### src/rtl/au_pkg.sv
// Shared definitions for the au_param_pipe arithmetic unit: opcode width and
// the opcode enumeration used by the pipeline and its testbench.
package au_pkg;

   localparam int AU_OP_W = 2;

   typedef enum logic [AU_OP_W-1:0] {
      AU_ADD = 2'b00,
      AU_SUB = 2'b01,
      AU_MAX = 2'b10,
      AU_MIN = 2'b11
   } au_op_e;

endpackage

### src/rtl/au_addsub.sv
// W-bit adder/subtractor with carry-in. Subtraction is a + ~b + 1 so a single
// adder serves ADD, SUB and the MAX/MIN comparison. ovf_s is the
// two's-complement overflow of the operation actually performed.
module au_addsub #(
   parameter int W = 8
) (
   input  logic [W-1:0] a,
   input  logic [W-1:0] b,
   input  logic         sub,
   output logic [W-1:0] sum,
   output logic         cout,
   output logic         ovf_s
);

   logic [W-1:0] b_eff_s;
   logic [W:0]   full_s;

   // Invert b for subtraction and feed sub in as the carry
   always_comb begin
      b_eff_s = sub ? ~b : b;
      full_s  = {1'b0, a} + {1'b0, b_eff_s} + {{W{1'b0}}, sub};
   end

   assign sum   = full_s[W-1:0];
   assign cout  = full_s[W];
   // Operands of equal sign producing a result of the other sign
   assign ovf_s = (a[W-1] == b_eff_s[W-1]) && (full_s[W-1] != a[W-1]);

endmodule

### src/rtl/au_param_pipe.sv
// Two-stage valid/ready arithmetic pipeline: ADD, SUB, MAX, MIN.
// S1 captures the shared adder result with its operands; S2 selects and
// registers y/ovf/zero. Define AU_SAT_EN to clamp overflowing ADD/SUB results
// to the representable extreme instead of wrapping.
module au_param_pipe
   import au_pkg::*;
#(
   parameter int W      = 8,
   parameter bit SIGNED = 1'b1
) (
   input  logic               clk,
   input  logic               rst,
   input  logic               in_valid,
   output logic               in_ready,
   input  logic [W-1:0]       a,
   input  logic [W-1:0]       b,
   input  logic [AU_OP_W-1:0] op,
   output logic               out_valid,
   input  logic               out_ready,
   output logic [W-1:0]       y,
   output logic               ovf,
   output logic               zero
);

   localparam logic [W-1:0] Y_ZERO = {W{1'b0}};
`ifdef AU_SAT_EN
   localparam logic [W-1:0] Y_ONES = {W{1'b1}};
   localparam logic [W-1:0] Y_SMAX = {1'b0, {(W-1){1'b1}}};
   localparam logic [W-1:0] Y_SMIN = {1'b1, {(W-1){1'b0}}};
`endif

   // adder (stage-1 combinational)
   logic [W-1:0] add_sum_s;
   logic         add_cout_s;
   logic         add_ovf_s;
   logic         sub_s;

   // stage 1 registers
   logic         s1_valid_r;
   logic [W-1:0] s1_a_r;
   logic [W-1:0] s1_b_r;
   au_op_e       s1_op_r;
   logic [W:0]   s1_sum_r;
   logic         s1_sovf_r;

   // stage 2 registers
   logic         s2_valid_r;
   logic [W-1:0] s2_y_r;
   logic         s2_ovf_r;
   logic         s2_zero_r;

   // handshake and result select
   logic         s2_load_s;
   logic         accept_s;
   logic         lt_s;
   logic         eq_s;
   logic [W-1:0] res_y_s;
   logic         res_ovf_s;
   logic [W-1:0] fin_y_s;

   // Everything except ADD needs a - b (MAX/MIN compare through the same adder)
   assign sub_s = (op != AU_ADD);

   au_addsub #(.W(W)) u_addsub (
      .a     (a),
      .b     (b),
      .sub   (sub_s),
      .sum   (add_sum_s),
      .cout  (add_cout_s),
      .ovf_s (add_ovf_s)
   );

   // S2 takes new content when empty or when its result leaves this cycle;
   // S1 can accept when empty or when it moves into S2
   assign s2_load_s = !s2_valid_r || out_ready;
   assign in_ready  = !rst && (!s1_valid_r || s2_load_s);
   assign accept_s  = in_valid && in_ready;

   // Stage 1: capture operands, opcode and the W+1-bit adder result
   always_ff @(posedge clk) begin
      if (rst) begin
         s1_valid_r <= 1'b0;
         s1_a_r     <= Y_ZERO;
         s1_b_r     <= Y_ZERO;
         s1_op_r    <= AU_ADD;
         s1_sum_r   <= {(W+1){1'b0}};
         s1_sovf_r  <= 1'b0;
      end else begin
         if (in_ready) begin
            s1_valid_r <= in_valid;
         end
         if (accept_s) begin
            s1_a_r    <= a;
            s1_b_r    <= b;
            s1_op_r   <= au_op_e'(op);
            s1_sum_r  <= {add_cout_s, add_sum_s};
            s1_sovf_r <= add_ovf_s;
         end
      end
   end

   // Result select: true a<b uses overflow-corrected sign or borrow, never the raw MSB
   always_comb begin
      lt_s      = SIGNED ? (s1_sum_r[W-1] ^ s1_sovf_r) : !s1_sum_r[W];
      eq_s      = (s1_sum_r[W-1:0] == Y_ZERO);
      res_y_s   = s1_a_r;
      res_ovf_s = 1'b0;
      case (s1_op_r)
         AU_ADD: begin
            res_y_s   = s1_sum_r[W-1:0];
            res_ovf_s = SIGNED ? s1_sovf_r : s1_sum_r[W];
         end
         AU_SUB: begin
            res_y_s   = s1_sum_r[W-1:0];
            res_ovf_s = SIGNED ? s1_sovf_r : !s1_sum_r[W];
         end
         AU_MAX: begin
            res_y_s = lt_s ? s1_b_r : s1_a_r;
         end
         AU_MIN: begin
            res_y_s = (lt_s || eq_s) ? s1_a_r : s1_b_r;
         end
         default: begin
            res_y_s   = s1_a_r;
            res_ovf_s = 1'b0;
         end
      endcase
   end

`ifdef AU_SAT_EN
   logic [W-1:0] sat_val_s;

   // Clamp target: signed overflow direction follows the sign of a
   always_comb begin
      if (SIGNED) begin
         sat_val_s = s1_a_r[W-1] ? Y_SMIN : Y_SMAX;
      end else begin
         sat_val_s = (s1_op_r == AU_SUB) ? Y_ZERO : Y_ONES;
      end
   end

   assign fin_y_s = res_ovf_s ? sat_val_s : res_y_s;
`else
   assign fin_y_s = res_y_s;
`endif

   // Stage 2: register the final result; held while the consumer stalls
   always_ff @(posedge clk) begin
      if (rst) begin
         s2_valid_r <= 1'b0;
         s2_y_r     <= Y_ZERO;
         s2_ovf_r   <= 1'b0;
         s2_zero_r  <= 1'b0;
      end else if (s2_load_s) begin
         s2_valid_r <= s1_valid_r;
         if (s1_valid_r) begin
            s2_y_r    <= fin_y_s;
            s2_ovf_r  <= res_ovf_s;
            s2_zero_r <= (fin_y_s == Y_ZERO);
         end
      end
   end

   assign out_valid = s2_valid_r;
   assign y         = s2_y_r;
   assign ovf       = s2_ovf_r;
   assign zero      = s2_zero_r;

endmodule

### config.mk
export PLATFORM = sky130hd
export DESIGN_NAME = au_param_pipe
export DESIGN_NICKNAME = d
export VERILOG_FILES = /design/src/rtl/au_pkg.sv /design/src/rtl/au_addsub.sv /design/src/rtl/au_param_pipe.sv
export SDC_FILE = /design/constraint.sdc
export NUM_CORES = 1
export LEC_CHECK = 0
export BUFFER_PORTS_ARGS = -buffer_cell sky130_fd_sc_hd__buf_2
export CAP_MARGIN = 30
export CORE_ASPECT_RATIO = 0.6
export CORE_MARGIN = 5
export CORE_UTILIZATION = 45
export CTS_BUF_LIST = sky130_fd_sc_hd__clkbuf_4
export DETAILED_ROUTE_END_ITERATION = 8
export PLACE_DENSITY = 0.66
export SYNTH_ARGS = -nofsm -noshare
export SYNTH_HDL_FRONTEND = slang
export SYNTH_SLANG_ARGS = --single-unit
### constraint.sdc
create_clock -name clk -period 3.51 [get_ports clk]
set_input_delay 0.702 -clock clk [delete_from_list [all_inputs] [get_ports clk]]
set_output_delay 0.702 -clock clk [all_outputs]
set_load 0.05 [all_outputs]
==> impl_metrics.csv, run 1 <==
group,metric,value,unit
clock_tree,cts_root_buf,"clkbuf_4",
clock_tree,cts_tree,"yes",
synth,synth_area_leaders,"dfxtp_1 (36%), nand2_1 (10%), o21ai_0 (6.4%)",
timing,setup_viol,0,
layout,layout.nets,340,
floorplan,start_util,46.96,%
placement,gp_congestion,0.8640,
layout,nFillCells,457,
clock_tree,hold_buffers,0,
timing,rsz0062_at_grt,"no",
setup_path,arrival,2840,ps
floorplan,io_pins,34,
drt,drtIter0Drc,179,
timing,slew-limit-headroom,50.80,%
drt,wl_per_cell,14.66,um
layout,syn2layout_area_growth,12.01,%
placement,place_inst,367,
placement,dpl.hpwl,4093,um
grt,grt_pass1_vias,1929,
synth,async_flop_share,0,%
clock_tree,insertion_delay,350,ps
synth,synth_area_leader_cell,"dfxtp_1",
synth,syn_area,0.002177,mm2
clock_tree,post_cts_buffers,0,
layout,drive_above_1_share,16.13,%
synth,synthSimpleGateAreaFrac,25.46,%
grt,top_usage_layer,"met1",
timing,drv_slew,0,
grt,grt.total_usage,18.17,%
flow_run,drv_cap,0,
synth,yosysWarnings,0,
setup_path,crit_path_end_kind,"flop",
synth,yosysUniqueCellTypes,44,
synth,synth_common_cells,"nand2_1 (59), dfxtp_1 (39), o21ai_0 (28)",
timing,fin_crit,2575,ps
synth,ys_ff_latch,39,
clock_tree,htreeDepth,2,
grt,grt_pass1_wl,9363,um
synth,syn_avg_cell_area,7.720,um2
clock_tree,clk_pin_slew,110,ps
synth,netlist_instances,282,
layout,diodes,0,
clock_tree,cts_buffers,5,
grt,met2_usage,25.58,%
floorplan,die_h,63.88,um
placement,io_buffers,33,
status,status,"completed",
floorplan,core_area,0.004636,mm2
synth,synth_edf_count,0,
floorplan,die_x,99.80,um
setup_path,path_class,"reg2reg",
drt,vias_per_cell,5.402,
grt,grt_max_degree,43,
synth,synth_top_family_by_area,"simple AND/OR/NAND/NOR gates",
setup_path,crit_path_start_kind,"flop",
drt,drcViolationCount,0,
grt,use_met1,27.14,%
drt,dr.pass1.iters,4,
power_and_ir_drop,p_leak,1.002,nW
power_and_ir_drop,ir_worst_vdd,0.2382,mV
timing,worst_slew_pin_slew,737.0,ps
synth,synth_compound_gate_area_share,19.43,%
grt,grt_util_met3,4.565,%
timing,final.setup.tns,0,ps
timing,max_freq,388.3,MHz
timing,min_period_over_period,73.36,%
timing,hold_violations,0,
floorplan,row_count,19,
synth,synth_fa_ha_area_share,4.368,%
clock_tree,cts.path.max_buffers,2,
synth,ys.flop_type,"dfxtp_1",
clock_tree,ctsResizeCount,0,
clock_tree,cts_sinks,39,
grt,gr-total-overflow,0,
power_and_ir_drop,p_per_area,437.4,mW/mm2
synth,seq_area_frac_synth,35.86,%
min_path,worst_hold_path_type,"reg2reg",
synth,synth_xor_area_share,6.379,%
floorplan,dieArea,0.006374,mm2
drt,finalWirelength,5470,um
timing,skew,4.893,ps
setup_path,required,3780,ps
setup_path,cp_max_fo,9,
drt,vias,2015,
grt,grt_antenna_before_repair,0,
synth,netlist.area_leader.share,35.86,%
synth,yosysMostFrequentCell,"nand2_1",
layout,layout.cells.non_filler,373,
drt,ant_nets,0,
synth,synthMuxAreaShare,4.655,%
synth,synth_nets,311,
==> where the power goes <==
part / internal (mW) / switching, mW
clock: 0.0791 / 0.143
combinational: 0.129 / 0.194
sequential: 0.480 / 0.0429
==> layer usage <==
| metal | up-vias | part of all wire (%) |
|---|---|---|
| met5 | - | 0 |
| met3 | 2 | 6.6 |
| met1 | 927 | 53 |
| met4 | 0 | 0.18 |
| li1 | 1032 | - |
| met2 | 54 | 40 |
==> state kept, by name, summed over array words and instances (netlist names) <==
signal,cells
s1_a_r,8
zero,1
s1_sovf_r,1
s1_b_r,8
s1_valid_r,1
out_valid,1
s1_sum_r,8
ovf,1
y,8
s1_op_r,2
==> cells in the final DEF, fill, tap and decap left out, types with 3 or more instances in the layout <==
cell type  count
mux2i_1        9
dfxtp_1       39
xnor2_1       13
nand3b_1       3
nor2b_1       10
nand2b_1       3
buf_4          4
a211oi_1       3
nor3_1         3
ha_1           6
inv_1          6
buf_2         33
a311o_1        3
nand3_1       12
o31ai_1        3
o21ai_0       28
nor2_1        18
nand2_1       59
clkbuf_4       6
a31oi_1        3
a21oi_1       17
==> cell families (layout without fill, tap and decap cells) <==
logic type,Yosys count,after routing
and+or+nand+nor,120,120
AOI/OAI and AO/OA,69,69
DFF,39,39
buffers and inverters,22,50
xor gates and xnor gates,15,15
muxes,10,10
adders and majority gates,7,7
==> through the flow <==
step	instance area [um2]	hold WS [ps]	setup slack [ps]	total power, mW	util [%]
after CTS	2439	459.3	1002	1.069	52.60
final	2439	455.9	935.0	1.067	52.60
after detailed placement	2394	444.4	658.3	0.8500	51.63
after global routing	2439	482.0	751.6	1.139	52.60
after global placement	2394	440.6	725.4	0.8488	51.63
after floorplan	2177	438.0	689.0	0.7614	-
==> cell type report <==
cell class / instances / area, um2 / share of cell area [%]
Multi-Input combinational cell: 221 / 1313 / 53.82
Timing Repair Buffer: 37 / 195.2 / 8.004
Sequential cell: 39 / 780.7 / 32.02
Inverter: 7 / 26.28 / 1.077
Clock buffer: 6 / 45.04 / 1.847
Tap cell: 63 / 78.83 / 3.232
==> worst max-delay path: stages, from the launching register on <==
cell	delay, ps
dfxtp_1	620
xor2_2	240
a21oi_2	500
mux2i_1	250
o211ai_1	150
or4b_1	540
o31ai_1	190
==> worst paths after layout <==
check / from / slack, ps / endpoint / cells past startpoint
worst min register to register: ovf$_SDFFE_PP0P_ / 460 / ovf$_SDFFE_PP0P_ / 2
worst max register to register: s1_sum_r[7]$_SDFFE_PP0P_ / 930 / zero$_SDFFE_PP0P_ / 6
worst max-delay path: s1_sum_r[7]$_SDFFE_PP0P_ / 930 / zero$_SDFFE_PP0P_ / 6
worst min-delay path: ovf$_SDFFE_PP0P_ / 460 / ovf$_SDFFE_PP0P_ / 2
(Power assumes the default switching activity.)
==> run 2, diff against run 1 <==
PLACE_DENSITY = 0.68   (was 0.66)
clock period = 2.15 ns   (was 3.51 ns; I/O delays follow)
==> impl_metrics.csv, run 2 (synthesis results as in run 1) <==
group,metric,value,unit
min_path,worst_hold_path_type,"in2reg",
power_and_ir_drop,p_leak,1.215,nW
status,status,"completed",
timing,fin_crit,2061,ps
power_and_ir_drop,power,1.952,mW
setup_path,arrival,2320,ps
floorplan,row_count,19,
power_and_ir_drop,p_seq_share,43.3,%
clock_tree,clk_pin_slew,120,ps
layout,final_cell_mix,"nand2_1 (59), buf_4 (38), dfxtp_1 (37), buf_2 (31), o21ai_0 (27)",
clock_tree,hold_buffers,0,
timing,final.setup.tns,0,ps
setup_path,cp_max_fo,7,
drt,ant_nets,0,
grt,grt_pass1_vias,2075,
power_and_ir_drop,p_per_area,690.2,mW/mm2
floorplan,core_area,0.004636,mm2
setup_path,slowest_stage,"or4b_1",
placement,place_area,0.002680,mm2
power_and_ir_drop,switching_share,34.27,%
setup_path,crit_chain,"xnor2_1, buf_4, and3_2, a31oi_1, o211ai_1, or4b_1, o31ai_1",
timing,slew-limit-headroom,55.48,%
power_and_ir_drop,ir_worst_vdd,0.3270,mV
grt,gr-total-overflow,0,
clock_tree,insertion_delay,340,ps
layout,layout.nets,376,
drt,finalWirelength,5787,um
timing,skew,11.41,ps
placement,dpl.hpwl,4472,um
min_path,whs_endpoint,"s1_a_r[6]$_SDFFE_PP0P_",
flow_run,drv_cap,0,
setup_path,path_class,"reg2reg",
timing,rsz0062_at_grt,"yes",
setup_path,crit_path_end_kind,"flop",
floorplan,dieArea,0.006374,mm2
placement,gp_congestion,0.9281,
min_path,whs_path_depth,3,
setup_path,cpPeakStageDelay,540,ps
drt,wl_per_cell,14.08,um
clock_tree,cts_root_buf,"clkbuf_4",
layout,nFillCells,451,
setup_path,required,2400,ps
drt,vias_per_cell,5.282,
power_and_ir_drop,combPwrFrac,36.9,%
layout,syn2layout_area_growth,29.88,%
setup_path,rr_endpoint,"zero$_SDFFE_PP0P_",
floorplan,die_h,63.88,um
timing,setup_slack,88.96,ps
min_path,min_from,"a[6]",
timing,setup_viol,0,
placement,io_buffers,33,
grt,grt_antenna_before_repair,0,
setup_path,timing.rr.start,"s1_sum_r[7]$_SDFFE_PP0P_",
timing,worst_slew_pin_slew,666.5,ps
layout,final_area,0.002828,mm2
grt,grt_max_degree,43,
grt,grt_pass1_wl,9770,um
power_and_ir_drop,power.internal,1.283,mW
placement,place_inst,402,
layout,diodes,0,
clock_tree,cts_buffers,5,
layout,area.sequential,783.3,um2
clock_tree,cts_sinks,39,
timing,min_period_over_period,95.86,%
setup_path,rr_worst_depth,7,
power_and_ir_drop,clockPowerShare,19.8,%
clock_tree,cts_tree,"yes",
placement,dp_slack,-332.7,ps
setup_path,crit_path_start_kind,"flop",
clock_tree,cts.path.max_buffers,2,
floorplan,io_pins,34,
power_and_ir_drop,p_switching,0.6689,mW
timing,hold_violations,0,
timing,max_freq,485.2,MHz
floorplan,start_util,46.96,%
floorplan,die_x,99.80,um
layout,drive_above_1_share,28.74,%
layout,layout.cells.most_common,"nand2_1",
layout,layout.cells.non_filler,411,
clock_tree,htreeDepth,2,
drt,drtIter0Drc,180,
timing,drv_slew,0,
drt,dr.pass1.iters,4,
drt,vias,2171,
setup_path,r2r_slack,90,ps
grt,grt.total_usage,18.84,%
drt,drcViolationCount,0,
layout,multi_input_area,0.001384,mm2
run 2: final cells by class:
cell class / count / share of cell area [%]
timing repair buffer: 73 / 17.61
sequential: 39 / 27.70
clock inverter: 1 / 0.1770
tap: 63 / 2.788
clock buffer: 7 / 1.858
multi-input combinational: 221 / 48.94
inverter: 7 / 0.9292
run 2: per-stage QoR:
| step | utilization, % | hold slack [ps] |
|---|---|---|
| 3_5_place_dp | 57.81 | 450.0 |
| 4_1_cts | 59.08 | 292.8 |
| 2_1_floorplan | - | 438.0 |
| 3_3_place_gp | 57.81 | 440.1 |
| 6_report | 61.00 | 294.6 |
| 5_1_grt | 61.00 | 291.8 |
run 2: worst max-delay path by stage:
stage / startpoint / endpoint / slack [ps]
3_3_place_gp: op[0] / s1_sum_r[6]$_SDFFE_PP0P_ / -270
4_1_cts: s1_sovf_r$_SDFFE_PP0P_ / zero$_SDFFE_PP0P_ / 10
2_1_floorplan: op[0] / s1_sum_r[6]$_SDFFE_PP0P_ / -70
5_1_grt: s1_sum_r[3]$_SDFFE_PP0P_ / zero$_SDFFE_PP0P_ / -70
6_report: s1_sum_r[7]$_SDFFE_PP0P_ / zero$_SDFFE_PP0P_ / 90
3_5_place_dp: op[0] / s1_sum_r[6]$_SDFFE_PP0P_ / -330
run 2: power by group through the flow:
stage	combinational, mW	sequential (mW)	clock (mW)
CTS	0.674	0.838	0.391
floorplan	0.366	0.879	0
finish	0.720	0.846	0.386
global placement	0.662	0.853	0
detailed placement	0.671	0.853	0
global route	0.793	0.854	0.424
run 2: layer usage:
metal / GRT usage, % / share of wire, %
met1: 28.13 / 51
met2: 27.91 / 42
met3: 4.239 / 6.8
met4: 3.407 / 0.50
met5: 0 / 0
run 2: worst max-delay path: cells and delay by family, from the launching register on:
family,cells,cell delay [ps]
flops,1,460
simple gates,2,730
xor+xnor,1,130
buf+inv,1,180
compound gates,3,470
run 2: what timing repair did:
action                     4_1_cts  5_1_grt
setup buffers                    0        1
setup endpoints to repair        1        4
pin swaps                        1        8
gates resized for setup          1       19
